--- config.mk ---
export PLATFORM = sky130hd
export DESIGN_NAME = demux14_tdm
export DESIGN_NICKNAME = d
export VERILOG_FILES = /design/src/rtl/demux14_pkg.sv /design/src/rtl/demux14_slot_ctr.sv /design/src/rtl/demux14_tdm.sv
export SDC_FILE = /design/constraint.sdc
export NUM_CORES = 1
export LEC_CHECK = 0
export CAP_MARGIN = 20
export CORE_MARGIN = 2
export CORE_UTILIZATION = 50
export CTS_BUF_LIST = sky130_fd_sc_hd__clkbuf_4
export CTS_CLUSTER_DIAMETER = 150
export DETAILED_ROUTE_END_ITERATION = 6
export HOLD_SLACK_MARGIN = 0.02
export PLACE_DENSITY = 0.8
export SLEW_MARGIN = 25
export SYNTH_ARGS = -nofsm -noshare
export SYNTH_HDL_FRONTEND = slang
export SYNTH_SLANG_ARGS = --single-unit
--- constraint.sdc ---
create_clock -name clk -period 1.55 [get_ports clk]
set_input_delay 0.155 -clock clk [delete_from_list [all_inputs] [get_ports clk]]
set_output_delay 0.155 -clock clk [all_outputs]
set_load 0.02 [all_outputs]
--- src/rtl/demux14_pkg.sv ---
// Shared types and sizes for the 4:1 TDM demultiplexer.
package demux14_pkg;
  typedef enum logic {HUNT, RUN} state_e;
  localparam int NUM_SLOTS = 4;
  localparam int SLOT_W    = 2;
  localparam int FCNT_W    = 8;
endpackage

--- src/rtl/demux14_slot_ctr.sv ---
// Slot index counter: clear on disable, resync to slot 1 on an accepted frame_sync, advance on data.
// Latency: slot updates at the edge sampling the control; stalls hold when no control is asserted.
module demux14_slot_ctr
  import demux14_pkg::*;
(
  input  logic              clk,
  input  logic              rst_n,
  input  logic              clr,
  input  logic              set1,
  input  logic              adv,
  output logic [SLOT_W-1:0] slot
);

  always_ff @(posedge clk or negedge rst_n) begin
    if (!rst_n)
      slot <= '0;
    else if (clr)
      slot <= '0;
    else if (set1)
      slot <= SLOT_W'(1);
    else if (adv)
      slot <= slot + 1'b1;  // wraps 3 -> 0 at the end of a frame
  end

endmodule

--- src/rtl/demux14_tdm.sv ---
// 1:4 TDM demultiplexer with frame_sync alignment; optional sync_err under DEMUX14_SYNC_ERR_EN.
// Latency: q0..q3/word_vld one clock after the slot-3 sample; din_vld low stalls (no backpressure).
module demux14_tdm
  import demux14_pkg::*;
#(
  parameter int WIDTH = 1
) (
  input  logic              clk,
  input  logic              rst_n,
  input  logic              en,
  input  logic [WIDTH-1:0]  din,
  input  logic              din_vld,
  input  logic              frame_sync,
  output logic [WIDTH-1:0]  q0,
  output logic [WIDTH-1:0]  q1,
  output logic [WIDTH-1:0]  q2,
  output logic [WIDTH-1:0]  q3,
  output logic              word_vld,
  output logic [SLOT_W-1:0] slot,
  output logic [FCNT_W-1:0] frame_cnt
`ifdef DEMUX14_SYNC_ERR_EN
  ,
  output logic              sync_err
`endif
);

  state_e           state, state_nxt;
  logic             accept, run, set1, adv, last;
  logic [WIDTH-1:0] shadow [NUM_SLOTS-1];

  assign accept = en & din_vld;
  assign run    = (state == RUN);
  assign set1   = accept & frame_sync;
  assign adv    = run & accept & ~frame_sync;
  assign last   = adv & (slot == SLOT_W'(NUM_SLOTS - 1));

  demux14_slot_ctr u_slot_ctr (
    .clk   (clk),
    .rst_n (rst_n),
    .clr   (~en),
    .set1  (set1),
    .adv   (adv),
    .slot  (slot)
  );

  always_ff @(posedge clk or negedge rst_n) begin
    if (!rst_n)
      state <= HUNT;
    else
      state <= state_nxt;
  end

  always_comb begin
    state_nxt = state;
    case (state)
      HUNT: if (set1) state_nxt = RUN;
      RUN:  if (!en)  state_nxt = HUNT;
    endcase
  end

  // Slot 3 never lands in the shadow: it is forwarded straight into q3.
  always_ff @(posedge clk or negedge rst_n) begin
    if (!rst_n) begin
      for (int i = 0; i < NUM_SLOTS - 1; i++) shadow[i] <= '0;
    end else if (!en) begin
      for (int i = 0; i < NUM_SLOTS - 1; i++) shadow[i] <= '0;
    end else if (set1) begin
      shadow[0] <= din;
    end else if (adv) begin
      for (int i = 0; i < NUM_SLOTS - 1; i++)
        if (slot == SLOT_W'(i)) shadow[i] <= din;
    end
  end

  always_ff @(posedge clk or negedge rst_n) begin
    if (!rst_n) begin
      q0        <= '0;
      q1        <= '0;
      q2        <= '0;
      q3        <= '0;
      word_vld  <= 1'b0;
      frame_cnt <= '0;
    end else begin
      word_vld <= last;
      if (last) begin
        q0        <= shadow[0];
        q1        <= shadow[1];
        q2        <= shadow[2];
        q3        <= din;
        frame_cnt <= frame_cnt + 1'b1;
      end
    end
  end

`ifdef DEMUX14_SYNC_ERR_EN
  // Misalignment: sync arriving mid-frame, or a frame boundary passing without sync.
  always_ff @(posedge clk or negedge rst_n) begin
    if (!rst_n)
      sync_err <= 1'b0;
    else
      sync_err <= run & accept & (frame_sync ? (slot != '0) : (slot == '0));
  end
`endif

endmodule

==> summary.md <==
| Metric | Value |
|---|---|
| Cells after Synth | 79 |
| Slew margin rel. | 81.9% |
| Die W | 47.0 µm |
| Initial Util | 53.6% |
| Endpoints failing setup | 0 |
| Synthesis-stage register bit count | 19 |
| Core area | 1730 µm² |
| Setup CP Type | reg2out |
| Initial antenna violation count | 0 |
| RR Endpoint | u_slot_ctr.slot[1]$_DFFE_PN0P_ |
| Clock sinks | 19 |
| Top cells by area, synth | dfrtp_1 (51%), mux2_4 (8.1%), ha_1 (6.8%) |
| Postcts setup bufs | 0 |
| Wire per inst | 12.8 µm |
| Proportion of synthesized area in mux cells | 8.11% |
| Synth Area in Compound Gates | 6.89% |
| Post-DRT Antenna Nets | 0 |
| Max IR drop VDD | 0.378 mV |
| Final instance area | 1230 µm² |
| Hold crit path type | in2async |
| Seq/Total Area, Yosys | between 50% and 60% |
| WP buf/inv | 1 |
| Syn avg cell area | 11.7 µm² |
| CP Max Fanout | 4 |
| Die Y-Extent | 47.0 µm |
| CTS Buf Count | 3 |
| Total negative setup slack | 0 ns |
| Setup crit start kind | flop |
| Maximum clock insertion buffer count | 2 |
| Synth top area share | 51.4% |
| R2R cell count | 5 |
| Crit path DAT | between 1 and 1.5 ns |
| DR pass1 iterations | 4 |
| Critical path, cell by cell | clkdlybuf4s50_1 |
| Port bufs | 20 |
| Largest area contributor in the netlist | dfrtp_1 |
| Iteration-0 DRC Markers | 13 |
| Xor and xnor fraction of the mapped netlist area | roughly 6.6% |
| Placed standard-cell area | approximately 1200 µm² |
| I/O pin total | 21 |
| Area of the die | 2210 µm² |
| CP Capture Type | output port |
| Fin Hold WS | 0.186 ns |
| Max-cap viol count | 0 |
| DP HPWL | 1.28 mm |
| CP max stage delay | slightly above 0.6 ns |
| RSZ-0062 raised after global routing | no |
| P&R area growth vs syn | 32.6% |
| Worst-margin pin slew | 0.269 ns |
| Worst endpoint required time | 1.39 ns |
| Remaining Overflow, GRT | 0 |
| Largest family of logic cells by synthesized area | simple AND/OR/NAND/NOR gates |
| Nets | 119 |
| Root buffer cell | clkbuf_4 |
| Total Wirelength | 1.69 mm |
| Number of diodes | 0 |
| Adder-Cell Fraction of Synth Area | 6.76% |
| Final slew viol count | 0 |
| Status | completed |
| Min Tclk post-route | 1.48 ns |
| First-pass GRT wire length | 2.65 mm |
| Row count | 15 |
| Residual DRC | 0 |
| Leak Pwr | between 0.7 and 0.8 nW |
| CP top delay family | buffers and inverters |
| F_max | 677 MHz |
| Synth cell types | 23 |
| Post-synthesis simple-gate area fraction | about 16% |
| Flop2flop setup slack | 0.14 ns |
| Mapped Area | 926 µm² |
| Post-Syn Nets | 90 |
| Worst R2R Start | u_slot_ctr.slot[0]$_DFFE_PN0P_ |
| Synth warn | 0 |
| PwrDens | just under 700 nW/µm² |
| Tcrit/Tclk final | 95.3% |
| Slowest cell on crit path | clkdlybuf4s50_1 |
| RD Place Congestion | 0.759 |
| Vias per std cell | approximately 5.2 |
| Vias in the first global route | 610 |
| GRT Overall Usage | roughly 18% |
| Pin count of the biggest net entering global routing | 20 |
| Layout cells sized above 1 | 15.9% |
| Worst-path clk slew | 0.10 ns |
| Final Util | 71.1% |
| Worst Skew | 0.00145 ns |
| Via count | 680 |
| Power Total | 833 µW |
| Clk Latency, worst-skew pair | 0.29 ns |
| CTS tree | yes |
| # H-tree levels | 1 |
| Hold Violations, Final | 0 |
how the worst max path moves through the flow:
stage | start | endpoint | slack, ns | depth (start not counted)
finish | frame_cnt[1]$_DFFE_PN0P_ | frame_cnt[1] | 0.07 | 1
global route | frame_cnt[6]$_DFFE_PN0P_ | frame_cnt[6] | 0.02 | 1
CTS | u_slot_ctr.slot[1]$_DFFE_PN0P_ | slot[1] | 0.0006 | 1
detailed placement | frame_sync | q0$_DFFE_PN0P_ | 0.03 | 5
global placement | frame_sync | frame_cnt[1]$_DFFE_PN0P_ | 0.04 | 5
floorplan | u_slot_ctr.slot[1]$_DFFE_PN0P_ | frame_cnt[5]$_DFFE_PN0P_ | 0.07 | 4
synth_stat cells:
library cell	n
a21oi_1	6
a221oi_1	1
and2b_2	1
and3_1	1
and3_2	1
and4_1	1
and4b_1	1
buf_6	1
dfrtp_1	19
ha_1	5
inv_1	8
mux2_4	5
nand2_1	2
nand2_8	1
nand3_1	5
nand3b_1	1
nand4_1	3
nand4b_1	1
nor2_1	2
nor3_1	2
o21ai_0	5
xnor2_1	4
xor2_1	3
logic make-up (layout without fill, tap and decap cells):
group / count (synthesis) / count (layout)
buf+inv: 9 / 37
xor+xnor: 7 / 7
flops: 19 / 19
fa+ha+maj: 5 / 5
compound gates: 12 / 12
mux: 5 / 5
simple gates: 22 / 22
sequential cells by signal (all words and copies together) (netlist names):
| name | count |
|---|---|
| u_slot_ctr.slot | 2 |
| q0 | 1 |
| q2 | 1 |
| word_vld | 1 |
| frame_cnt | 8 |
| q1 | 1 |
| shadow | 3 |
| run | 1 |
| q3 | 1 |
power breakdown:
group / leakage (nW) / switching, mW / internal [mW]
registers: 0.263 / 0.00816 / 0.501
logic: 0.419 / 0.0352 / 0.0299
clock network: 0.0184 / 0.141 / 0.118
layout by cell type, fill, tap and decap left out, types with 2 or more instances in the layout:
cell type and instances:
clkbuf_4 4, inv_1 8, nand2_1 2, nor2_1 2, nand4_1 3, ha_1 5
xnor2_1 4, a21oi_1 6, dfrtp_1 19, dlymetal6s2s_1 6, clkdlybuf4s50_1 13, nor3_1 2
mux2_4 5, xor2_1 3, buf_4 5, nand3_1 5, o21ai_0 5
timing repair:
item	in CTS	in global routing
hold buffers	0	0
endpoints found under the setup margin	1	6
resized for setup	1	6
stage by stage:
| step | cells | setup WS (ns) |
|---|---|---|
| finish | 132 | 0.0727 |
| global route | 132 | 0.0169 |
| CTS | 132 | 0.000629 |
| detailed placement | 128 | 0.0262 |
| global placement | 128 | 0.0431 |
| floorplan | 79 | 0.0722 |
routing by layer:
metal / GRT usage, % / vias up / share of wire (%) / wire length (µm)
met1: 22.8 / 331 / 46 / 776
met4: 8.33 / 0 / 2.0 / 34
met3: 3.46 / 5 / 4.4 / 74
met5: 0 / - / 0 / 0
li1: - / 329 / - / -
met2: 27.9 / 15 / 47 / 800
cell type report:
| cell class | instances | area (µm²) |
|---|---|---|
| sequential | 19 | 475 |
| clock buffer | 4 | 30.0 |
| fill | 138 | 499 |
| multi-input combinational | 51 | 409 |
| timing repair buffer | 25 | 251 |
| tap | 25 | 31.3 |
| inverter | 8 | 30.0 |
No activity file was read; power rests on OpenSTA's default activity.
